`src/rtl/stv_upsizer_pkg.sv`:
```
// Shared defaults for the stream upsizer.
package stv_upsizer_pkg;

  localparam int STV_IN_W_DEF  = 8;
  localparam int STV_RATIO_DEF = 4;

endpackage

```
`src/rtl/stv_upsizer.sv`:
```
// Serial-to-parallel packer: RATIO narrow beats -> one wide word, lane 0 in LSBs.
// din_last closes a partial word early. The output is registered and din_ready
// is decoded from the state register only, so no path crosses the block
// combinationally. When the output slot is busy, the completed word is parked
// in acc (HOLD) and intake stops until the output is taken.
module stv_upsizer
  import stv_upsizer_pkg::*;
#(
  parameter int IN_W  = STV_IN_W_DEF,
  parameter int RATIO = STV_RATIO_DEF,
  parameter int CNT_W = $clog2(RATIO)
) (
  input  logic                  clk,
  input  logic                  arst,
  input  logic                  clear,
  input  logic                  din_valid,
  output logic                  din_ready,
  input  logic [IN_W-1:0]       din,
  input  logic                  din_last,
  output logic                  dout_valid,
  input  logic                  dout_ready,
  output logic [IN_W*RATIO-1:0] dout,
  output logic [RATIO-1:0]      dout_keep,
  output logic                  dout_last
);

  localparam int OUT_W = IN_W * RATIO;

  localparam logic ST_FILL = 1'b0;
  localparam logic ST_HOLD = 1'b1;

  localparam logic [CNT_W-1:0] CNT_MAX = CNT_W'(RATIO - 1);

  logic             state;
  logic [CNT_W-1:0] cnt;
  logic [OUT_W-1:0] acc;
  logic [RATIO-1:0] hold_keep;
  logic             hold_last;

  logic [OUT_W-1:0] merged;
  logic [RATIO-1:0] merged_keep;

  logic accept, completing, slot_free;
  logic ld_direct, ld_hold, ld_release;

  assign din_ready  = (state == ST_FILL);
  assign accept     = din_valid && din_ready;
  assign completing = (cnt == CNT_MAX) || din_last;
  assign slot_free  = !dout_valid || dout_ready;
  assign ld_direct  = accept && completing && slot_free;
  assign ld_hold    = accept && completing && !slot_free;
  assign ld_release = (state == ST_HOLD) && dout_ready;

  // Merge lanes below cnt from acc with the current beat at lane cnt; stale
  // lanes above cnt are forced to zero.
  always_comb begin
    merged      = '0;
    merged_keep = '0;
    for (int j = 0; j < RATIO; j++) begin
      if (CNT_W'(j) < cnt) begin
        merged[j*IN_W +: IN_W] = acc[j*IN_W +: IN_W];
        merged_keep[j]         = 1'b1;
      end else if (CNT_W'(j) == cnt) begin
        merged[j*IN_W +: IN_W] = din;
        merged_keep[j]         = 1'b1;
      end
    end
  end

  // Control state: lane counter, FILL/HOLD, output valid/keep/last.
  always_ff @(posedge clk or posedge arst) begin
    if (arst) begin
      state      <= ST_FILL;
      cnt        <= '0;
      dout_valid <= 1'b0;
      dout_keep  <= '0;
      dout_last  <= 1'b0;
    end else if (clear) begin
      state      <= ST_FILL;
      cnt        <= '0;
      dout_valid <= 1'b0;
      dout_keep  <= '0;
      dout_last  <= 1'b0;
    end else begin
      if (accept)
        cnt <= completing ? '0 : cnt + CNT_W'(1);

      if (ld_hold)
        state <= ST_HOLD;
      else if (ld_release)
        state <= ST_FILL;

      if (ld_direct) begin
        dout_valid <= 1'b1;
        dout_keep  <= merged_keep;
        dout_last  <= din_last;
      end else if (ld_release) begin
        dout_valid <= 1'b1;
        dout_keep  <= hold_keep;
        dout_last  <= hold_last;
      end else if (dout_valid && dout_ready) begin
        dout_valid <= 1'b0;
      end
    end
  end

  // Data path: lane accumulation, parking a word in HOLD, output data load.
  always_ff @(posedge clk) begin
    if (!clear) begin
      if (ld_hold) begin
        acc       <= merged;
        hold_keep <= merged_keep;
        hold_last <= din_last;
      end else if (accept && !completing) begin
        for (int j = 0; j < RATIO; j++)
          if (CNT_W'(j) == cnt) acc[j*IN_W +: IN_W] <= din;
      end

      if (ld_direct)
        dout <= merged;
      else if (ld_release)
        dout <= acc;
    end
  end

`ifdef ASSERT_ON
  // Upstream must keep an unaccepted beat stable.
  a_din_stable: assert property (@(posedge clk) disable iff (arst)
    (din_valid && !din_ready && !clear) |=> (din_valid && $stable(din)));

  // Valid words have a nonempty keep mask contiguous from lane 0.
  a_keep_contig: assert property (@(posedge clk) disable iff (arst)
    dout_valid |-> (dout_keep[0] && ((dout_keep & (dout_keep + RATIO'(1))) == '0)));
`endif

endmodule

```
`config.mk`:
```
export PLATFORM = sky130hd
export DESIGN_NAME = stv_upsizer
export DESIGN_NICKNAME = d
export VERILOG_FILES = /design/src/rtl/stv_upsizer_pkg.sv /design/src/rtl/stv_upsizer.sv
export SDC_FILE = /design/constraint.sdc
export NUM_CORES = 1
export LEC_CHECK = 0
export ABC_CLOCK_PERIOD_IN_PS = 3000
export CORE_MARGIN = 2
export CORE_UTILIZATION = 40
export CTS_CLUSTER_SIZE = 28
export DETAILED_ROUTE_END_ITERATION = 16
export GPL_TIMING_DRIVEN = 0
export PLACE_DENSITY = 0.72
export SETUP_SLACK_MARGIN = 0.2
export SYNTH_ARGS = -nofsm -noshare
export SYNTH_HDL_FRONTEND = slang
export SYNTH_SLANG_ARGS = --single-unit
export TNS_END_PERCENT = 10
```
`constraint.sdc`:
```
create_clock -name clk -period 3 [get_ports clk]
set_input_delay 0.45 -clock clk [delete_from_list [all_inputs] [get_ports clk]]
set_output_delay 0.45 -clock clk [all_outputs]
set_load 0.005 [all_outputs]
```
After elaboration in Yosys (flattened, before gate mapping) --
Cells that the tools add are included. Widths: inputs -> output; s select.
Word-level totals: register bits after elaboration 78, word-level logic and storage cells 92
Cells by class: $add $sub $neg 1, $lt $le $gt $ge 4, equality and inequality tests 4, mux-type cells 40, bitwise logic cells 2, reductions and logical operators 29
Operators with widths (number):
- $mux 32 | 4
- $mux 8 | 12
- $mux 1 | 18
- $reduce_bool 2->1 | 7
- $mux 4 | 3
- $reduce_and 3->1 | 4
- $logic_and 1x1->1 | 7
- $mux 2 | 3
- $reduce_bool 3->1 | 2
- $eq 2x2->1 const A | 2
- $lt 1x2->1 const A | 2
- $lt 2x2->1 const A | 2
- $reduce_and 2->1 | 2
- $reduce_bool 4->1 | 1
- $logic_not 1->1 | 3
- $add 2x1->2 const B | 1
- $eq 1x2->1 const A | 1
- $eq 2x2->1 const B | 1
- $logic_not 2->1 | 1
- $logic_or 1x1->1 | 2
- $not 1->1 | 2

Logic depth before layout (Yosys ltp) --
Gate-level depths: netlist (run 1).
depth after elaboration 6, depth in mapped cells 7, depth with buffers taken out 5

Worst setup path before layout (run 1) --
Ideal clock, no wire load.
path type reg2reg, start point register cnt[1], end point register dout[0] (enable), setup time 0.421 ns, data arrival time 2.457 ns, setup slack 0.122 ns, stages on the path, launching flop included 6, path buffers 1, clock period less this slack 2.878 ns, cells stage by stage dfrtp_1 -> ha_1 -> buf_6 -> o21a_1 -> o22ai_1 -> nor2_1
Between the ends: longest elaborated chain between the ends 6
RTL lines:
- start: declaration | line stv_upsizer.sv:35 | logic [CNT_W-1:0] cnt;
- start signal: assignment | line stv_upsizer.sv:86 | cnt <= completing ? '0 : cnt + CNT_W'(1);
- $eq 2x2->1 | line stv_upsizer.sv:48 | assign completing = (cnt == CNT_MAX) || din_last;
- $logic_or 1x1->1 | line stv_upsizer.sv:48
- $logic_and 1x1->1 (2 in series) | line stv_upsizer.sv:50 | assign ld_direct = accept && completing && slot_free;
- $reduce_bool 2->1 (no source line)
- $reduce_and 2->1 (no source line)
- end signal: assignment | line stv_upsizer.sv:120 | dout <= merged;
- end: declaration | line stv_upsizer.sv:22 | output logic [IN_W*RATIO-1:0] dout,
Every way passes these cells. A chain may end at the register's enable or synchronous reset.

Worst setup path in the final report (run 1) --
start point input din_valid, end point register acc[8] (enable)
Between the ends: longest elaborated chain between the ends 5, elaborated cells on any way between the ends 7, those cells by class 7 x reduce/logical
RTL lines:
- start: declaration | line stv_upsizer.sv:16 | input logic din_valid,
- $logic_and 1x1->1 (*) | line stv_upsizer.sv:47 | assign accept = din_valid && din_ready;
- $logic_and 1x1->1 (2 in series) | line stv_upsizer.sv:51 | assign ld_hold = accept && completing && !slot_free;
- $reduce_bool 2->1 (no source line)
- $reduce_and 3->1 (no source line) (*)
- end signal: assignment | line stv_upsizer.sv:111 | acc <= merged;
- end signal: indexed assignment | line stv_upsizer.sv:116 | if (CNT_W'(j) == cnt) acc[j*IN_W +: IN_W] <= din;
- end: declaration | line stv_upsizer.sv:36 | logic [OUT_W-1:0] acc;
Mark *: on every way between the ends. The rest lies on a longest branch, timed or not.

==> results of run 1 <==
-- path summary, 6_finish.rpt --
path / endpoint / slack [ns]
worst max-delay path: acc[8] / 0.45
worst min-delay path: cnt[1] / 0.36
worst max register to register: acc[8] / 0.50
min in group clk: dout_keep[0] / 0.50
max in group asynchronous: state / 2.38
worst min register to register: dout_keep[0] / 0.50
-- power by group through the flow --
stage / Combinational [mW] / Clock [mW] / Sequential (mW)
after floorplan: 0.107 / 0 / 1.23
after global placement: 0.200 / 0 / 1.23
after detailed placement: 0.205 / 0 / 1.23
after CTS: 0.207 / 1.04 / 1.21
after global routing: 0.226 / 1.09 / 1.21
final: 0.207 / 1.03 / 1.21
-- per-stage QoR --
stage / total power [mW] / worst slack [ns] / cells / cell area (um2) / TNS [ns]
finish: 2.44 / 0.454 / 441 / 4450 / 0
global route: 2.52 / 0.275 / 441 / 4450 / 0
CTS: 2.45 / 0.269 / 440 / 4440 / 0
detailed placement: 1.44 / -0.100 / 424 / 4180 / -1.90
global placement: 1.43 / -0.210 / 424 / 4170 / -7.67
floorplan: 1.34 / 0.646 / 264 / 3520 / 0
-- flip-flops by register name, indices dropped and copies added (netlist names) --
name and flops:
hold_keep 3, dout_keep 4, dout_valid 1, hold_last 1
dout 32, cnt 2, acc 32, state 1
dout_last 1
-- worst register-to-register path, cell delays in order (launching register included) --
cell and delay [ns]:
sky130_fd_sc_hd__dfrtp_1 0.48, sky130_fd_sc_hd__ha_1 0.23, sky130_fd_sc_hd__buf_6 0.14, sky130_fd_sc_hd__nor2_4 0.09, sky130_fd_sc_hd__nor4_1 0.61, sky130_fd_sc_hd__clkbuf_2 0.30, sky130_fd_sc_hd__a21o_1 0.32
-- layout make-up --
type,count,share of cell area
plain buffers,11,0.0174
flip-flops and latches,77,0.509
clock buffers,12,0.0326
repair buffers,53,0.118
multi-input cells,153,0.246
inverters,23,0.0194
clock inverters,4,0.0270
well taps,108,0.0303
-- routing by layer --
metal | vias up | global-route usage | routed length (um)
met4 | 0 | 0.0801 | 178
met3 | 16 | 0.0360 | 470
li1 | 1102 | - | -
met1 | 1131 | 0.209 | 3130
met5 | - | 0 | 0
met2 | 77 | 0.254 | 3490
-- cells by family after synthesis --
kind of cell / Yosys count
simple gates: 82
flops: 77
compound gates: 50
buf+inv: 34
mux: 17
fa+ha+maj: 4
-- layout by cell type (no fill, tap or decap), types with 2 or more instances in the layout --
cell type	count
sky130_fd_sc_hd__nor4_4	3
sky130_fd_sc_hd__nand2_1	20
sky130_fd_sc_hd__edfxtp_1	68
sky130_fd_sc_hd__nand3_1	25
sky130_fd_sc_hd__nor2_4	2
sky130_fd_sc_hd__dfrtp_1	9
sky130_fd_sc_hd__nor4_1	2
sky130_fd_sc_hd__nor3_1	2
sky130_fd_sc_hd__buf_6	4
sky130_fd_sc_hd__ha_1	4
sky130_fd_sc_hd__o21ai_0	16
sky130_fd_sc_hd__a21o_1	3
sky130_fd_sc_hd__o21ai_1	2
sky130_fd_sc_hd__clkbuf_1	6
sky130_fd_sc_hd__a211oi_1	2
sky130_fd_sc_hd__buf_2	2
sky130_fd_sc_hd__bufinv_16	4
sky130_fd_sc_hd__a21oi_1	5
sky130_fd_sc_hd__and2_1	9
sky130_fd_sc_hd__nor2_1	9
sky130_fd_sc_hd__clkdlybuf4s50_1	52
sky130_fd_sc_hd__clkbuf_8	10
sky130_fd_sc_hd__mux2_2	17
sky130_fd_sc_hd__inv_1	23
sky130_fd_sc_hd__a22o_1	17
==> results.md, run 1 <==
Cells and area:
- The signed area change from the synthesized netlist to the final layout is 26.7%.
- The total area of sequential cells is 0.00227 mm2.
- Counting the fill cells in the layout gives between 700 and 800.
- The area occupied by multi-input gates is 0.00110 mm2.
- The net count of the finished layout is 346.
- The utilization after layout is 0.516.
- The share of layout cells above drive strength 1 is 0.159.
- The number of antenna diodes in the final layout is 0.

Clocking:
- The TritonCTS clock tree is built.
- The count of hold-fix buffers inserted at cts is 0.
- The clock root buffer is sky130_fd_sc_hd__clkbuf_8.
- CTS saw slightly below 80 sinks.
- The clock-pin slew of the registers on the worst-case setup and hold paths is 0.07 ns.
- At the later pin of the worst-skew pair, clock insertion delay measures 0.36 ns.
- Post-CTS repair changed the size of 0 cells.
- In this run, CTS created clock tree buffers numbering 9.
- The maximum root-to-sink buffer count is 2.
- The buffer count from post-CTS setup fixing is 0.
- The number of levels the H-tree was split into is 3.

GRT:
- The wire length of the first global-routing pass is 11700 um.
- The global-route usage over all layers is 0.161.
- The initial antenna violation count is 0.
- Entering global routing, the biggest net connects 33 pins.
- The global-route congestion overflow total is 0.
- The via count of the first global-routing pass was 2246.

Route:
- The number of DRC violations after detailed routing is 0.
- After detailed routing, the total wire length is 7270 um.
- The residual antenna-violating net count after detailed routing is 0.
- The per-cell via count in the routed design is 5.27.
- The count of routing violations after the opening detailed-route iteration is 101.
- The count of vias placed by the detailed router is 2326.
- The first detailed-routing pass took 4 iterations.
- The detailed-route wire length per cell is 16.5 um.

Worst setup path:
- The maximum cell stage delay along the critical path is 0.68 ns.
- On the critical path the largest part of the delay comes from buffers and inverters.
- The number of buffers and inverters on the critical path is 3.
- The cell depth of the worst setup path is 6.
- Walking the worst path, the cells encountered are clkdlybuf4s50_1, nand2b_4, buf_6, nor4_1, clkbuf_2, a21o_1.
- The beginning of the worst register-to-register path is cnt[1].
- The worst setup path is captured at a register.
- The highest-delay cell along the critical path is sky130_fd_sc_hd__nor4_1.
- The data arrival time of the worst path is 2.57 ns.
- For the worst flop-to-flop path, the logic depth is 6.
- The first element of the critical path is din_valid.
- STA puts the critical path data required time at between 3 and 4 ns.
- By startpoint and endpoint, the worst setup path is classified as input port to register.
- The critical-path maximum fanout is 10.
- STA classifies the critical path startpoint as an input port.

Yosys:
- Of the total synthesized cell area, the portion taken by AND, OR, NAND and NOR gates is 0.142.
- sky130_fd_sc_hd__edfxtp_1 takes more of the synthesized area than any other cell.
- Of all flip-flops after synthesis, the portion carrying an async set or reset was 0.117.
- Of the total synthesized cell area, the portion taken by XOR and XNOR cells is 0.
- Measured against the total synthesized area, the mux share comes to 0.0545.
- The number of nets in the synthesized netlist is 282.
- The fraction of the yosys area taken by sequential cells is 0.645.
- The total standard cell area after synthesis is 0.00351 mm2.
- The adder-cell share of the synthesized area is 0.0142.
- Counting flops and latches in the post-synthesis netlist gives between 70 and 80.
- The synthesized design contains 68 enable-type register cells.
- The most common cell in the netlist is sky130_fd_sc_hd__edfxtp_1.
- By count the netlist is led by 68 x sky130_fd_sc_hd__edfxtp_1, 25 x sky130_fd_sc_hd__nand3_1, 23 x sky130_fd_sc_hd__inv_1.
- Of the post-synthesis cell area, the dominant cell type holds 0.581.
- In the post-synthesis netlist, the biggest area contributors are sky130_fd_sc_hd__edfxtp_1 58%, sky130_fd_sc_hd__dfrtp_1 6.4%, sky130_fd_sc_hd__mux2_2 5.4%.
- A synthesized cell averages 13.3 um2.
- The Yosys warning count is 0.
- The count of different cell masters after synthesis is 37.
- The main combinational cell family by area after synthesis is simple AND/OR/NAND/NOR gates.
- The post-synthesis instance total is 264.
- The top flip-flop cell by instance count after synthesis is sky130_fd_sc_hd__edfxtp_1.
- The fraction of the mapped netlist area in compound gates was 0.0976.

Power and ir drop:
- Of the total power, the share spent switching nets is 0.199.
- The internal power consumption is around 2.0 mW.
- The peak supply drop is 0.000330 V.
- The leakage power of the design is between 1.5 and 2 nW.
- The relative contribution of the clock network to total power is 0.420.
- The combinational power share is 0.085.
- The areal power density over the cells is 548 mW/mm2.
- The portion of total power attributed to sequential cells is 0.495.
- The net switching power is 0.487 mW.

Floorplanning:
- For this configuration, the core starts out at a cell density of 0.407.
- The die footprint is 0.00955 mm2.
- The placement row count is 34.
- The die height is 97.7 um.
- The I/O pin count is 53.
- The overall die width is 97.7 um.
- The core region is 0.00864 mm2.

Run status:
- The run finished with clean final reports.

STA:
- For this run, the top clock speed supported by timing is 393 MHz.
- The final worst-path cycle share is 0.849.
- Hold is met by about 0.36 ns.
- For the final database, setup skew stands at 0.0128 ns.
- The headroom to the max-slew limit is 0.376.
- The transition time of the tightest slew-check pin is 0.934 ns.
- The number of max-slew violations in the final report is 0.
- Setup repair after global routing left no endpoint under its margin.
- The clock period minus final worst setup slack is 2.55 ns.
- The final hold violation count is 0.
- Setup violations remaining at the end of the flow were counted as 0.

Placed design:
- Input and output buffers added on the ports amount to 52.
- The congestion estimate from routability-driven global placement came to ~0.83.
- Detailed placement ended at an HPWL of between 4000 and 5000 um.

Run:
- The number of max-cap violations is 0.

Hold path:
- The worst hold-check path type is input port to asynchronous set/reset pin.
Note: power is estimated with default switching activity, not from simulation.
==> inputs of run 2 (changes only) <==
--- a/config.mk
+++ b/config.mk
@@ -5,7 +5,7 @@
 export SDC_FILE = /design/constraint.sdc
 export NUM_CORES = 1
 export LEC_CHECK = 0
-export ABC_CLOCK_PERIOD_IN_PS = 3000
+export ABC_CLOCK_PERIOD_IN_PS = 2300
 export CORE_MARGIN = 2
 export CORE_UTILIZATION = 40
 export CTS_CLUSTER_SIZE = 28
==> constraint.sdc (replaced) <==
create_clock -name clk -period 2.3 [get_ports clk]
set_input_delay 0.345 -clock clk [delete_from_list [all_inputs] [get_ports clk]]
set_output_delay 0.345 -clock clk [all_outputs]
set_load 0.005 [all_outputs]
==> run 2 against run 1 <==
Compared with the run above:
- core utilization up 0.33 points
- cell area is 0.65% higher
- power up 14%
- count of clock-buffer cells in the layout is 3 higher
- wire length decreased by 0.74%
- critical path type unchanged
- largest cell class unchanged
- largest power group unchanged
==> results.md, run 2 (synthesis results as in run 1) <==
Run status:
- The flow ran to the end, and the final reports show no timing, DRC or antenna violations.

Clocking:
- Clock tree synthesis inserted a total of 9 buffers.
- The number of clock sinks is 77.
- The maximum root-to-sink buffer count is 2.
- The clock root buffer is sky130_fd_sc_hd__clkbuf_8.
- The buffer count from post-CTS setup fixing is 0.
- The clock insertion delay at the later pin of the skew report is 0.34 ns.
- The H-tree generated during clock tree synthesis spans 3 levels.
- The clock-pin slew of the registers on the worst-case setup and hold paths is roughly 0.080 ns.
- The TritonCTS clock tree is built.

Cells and area:
- The largest registers in the layout are acc: 32 flops, dout: 32 flops, dout_keep: 4 flops.
- The utilization after layout is 0.519.
- The final antenna diode count is 0.
- Compared with the post-synthesis result, the final layout area differs by 27.6%.
- The net count of the finished layout is about 350.
- In the final layout, the share of cells above drive strength 1 is 0.187.
- The most common library cell in the layout ignoring fill and taps is sky130_fd_sc_hd__edfxtp_1.
- In the layout the commonest cells are 68 x sky130_fd_sc_hd__edfxtp_1, 52 x sky130_fd_sc_hd__clkdlybuf4s50_1, 25 x sky130_fd_sc_hd__nand3_1, 23 x sky130_fd_sc_hd__inv_1, 20 x sky130_fd_sc_hd__nand2_1.
- After filler insertion, the fill cell instance count of the layout stands at 753.

Worst setup path:
- The data arrival time of the worst path is 2.08 ns.
- The beginning of the worst register-to-register path is cnt[1].
- The endpoint identified for the worst register-to-register timing path is dout[9].
- Setup slack on the worst reg-to-reg path comes out at about 0.2 ns.
- The worst setup path is launched from an input port.
- The endpoint class of the critical path is a register.
- In this run the worst path has a maximum fanout of 32.
- The worst endpoint required time is around 2.3 ns.
- The setup path with the least slack is of type input port to register.
- The worst reg-to-reg path cell count is 5.

STA:
- Headroom to the max-slew limit came out at 0.399.
- Setup repair after global routing could not meet its margin everywhere.
- The clock arrives with ~0.0070 ns of skew.
- The final worst-path cycle share is 0.920.
- For the pin with the worst max-slew slack, the measured transition is 0.899 ns.
- The final hold violation count is 0.
- The number of max-slew violations in the final report was 0.
- Based on the critical path, the design can be clocked at up to ~470 MHz.
- After layout, the minimum clock period comes to around 2.1 ns.
- The number of setup violations in the final report is 0.

Route:
- The residual antenna-violating net count after detailed routing is 0.
- In the routed design, unresolved DRC markers number 0.
- After detailed routing, the total wire length is 7210 um.
- After detailed routing, the average wire length per cell comes to 16.4 um.
- Across all layers, the routed design uses 2270 vias.
- The number of optimization iterations in the first detailed-route pass is 4.
- The per-cell via count in the routed design is 5.16.
- The detailed router finished its first iteration with about 120 violations.

Floorplanning:
- In this run the count of I/O pins placed on the die edge is 53.
- The core region is between 0.008 and 0.009 mm2.
- The die height is 97.7 um.
- The overall die width is 97.7 um.
- The die footprint is 0.00955 mm2.
- For this configuration, the core starts out at a cell density of 0.407.
- The placement row count is 34.

GRT:
- The global-route usage over all layers is 0.156.
- The first global-routing pass estimated 11500 um of wire.
- The largest net degree at the start of global routing is 33.
- The initial antenna violation count came to 0.
- The global-route congestion overflow total is 0.
- The via count of the first global-routing pass came to between 2k and 2.5k.

Run:
- The tool flagged a number of max-cap violations equal to 0.

Placed design:
- The global placement routability congestion is 0.841.
- After legalization and detailed placement, the total HPWL measured 4790 um.
- In this run the tool buffered the top-level ports with 52 buffer cells.

Power and ir drop:
- The peak supply drop is between 0.0003 and 0.0004 V.
- The internal power of the cells totals between 2 and 2.5 mW.
- The combinational power share is 0.105.
- The areal power density over the cells is between 600 and 700 mW/mm2.
- The share of total power consumed by net switching is 0.226.
- In this run the power spent charging and discharging nets is 0.628 mW.
- For this design the static power due to leakage is 1.68 nW.
- Of the total power, the clock network draws 0.328.
- The total power consumption of the routed design is approximately 2.8 mW.
- Of the total power, registers draw 0.568.

Hold path:
- The tightest min-delay check is of the input port to asynchronous set/reset pin type.
## run 2: power groups by stage
stage	Sequential, mW	Combinational (mW)	Clock (mW)
floorplan	1.61	0.140	0
global placement	1.61	0.263	0
detailed placement	1.61	0.269	0
CTS	1.58	0.277	0.928
global route	1.58	0.314	0.994
finish	1.58	0.292	0.911
## run 2: layer usage
| metal | global-route usage | up-vias | share of wire |
|---|---|---|---|
| met5 | 0 | - | 0 |
| met4 | 0.0630 | 0 | 0.014 |
| met3 | 0.0424 | 7 | 0.046 |
| met2 | 0.256 | 66 | 0.50 |
| met1 | 0.197 | 1095 | 0.44 |
| li1 | - | 1102 | - |
## run 2: layout make-up
class	instances	area, um2	share of cell area
plain buffers	11	86.3	0.0193
multi-input cells	153	1210	0.271
inverters	23	86.3	0.0193
clock inverters	1	5.00	0.00112
repair buffers	52	520	0.116
well taps	108	135	0.0302
clock buffers	15	166	0.0371
flip-flops and latches	77	2270	0.506
## run 2: repair_timing
action	4_1_cts	5_1_grt
gates cloned	0	0
hold buffers	0	0
gates resized for setup	8	24
endpoints found under the setup margin	76	100
pin swaps	0	5
## run 2: worst max-delay path, stage by stage
cell and delay (ns):
sky130_fd_sc_hd__clkdlybuf4s50_1 0.71, sky130_fd_sc_hd__o21a_4 0.20, sky130_fd_sc_hd__o22ai_4 0.10, sky130_fd_sc_hd__nor2_4 0.70
## run 2: worst max path at each step
stage	from	end	cells after the start
2_1_floorplan	cnt[1]	acc[0]	5
3_3_place_gp	din_valid	acc[2]	5
3_5_place_dp	din_valid	acc[2]	5
4_1_cts	cnt[1]	dout[16]	5
5_1_grt	cnt[1]	dout[9]	5
6_report	din_last	dout[9]	4
## run 2: per-stage QoR
| stage | hold WS (ns) | std cells | cell area, um2 | setup TNS, ns | setup slack, ns |
|---|---|---|---|---|---|
| finish | 0.267 | 440 | 4480 | 0 | 0.184 |
| global route | 0.282 | 440 | 4480 | 0 | 0.0729 |
| CTS | 0.255 | 440 | 4390 | 0 | 0.0360 |
| detailed placement | 0.494 | 424 | 4180 | -33.44 | -0.698 |
| global placement | 0.488 | 424 | 4180 | -30.73 | -0.686 |
| floorplan | 0.173 | 264 | 3520 | 0 | 0.163 |
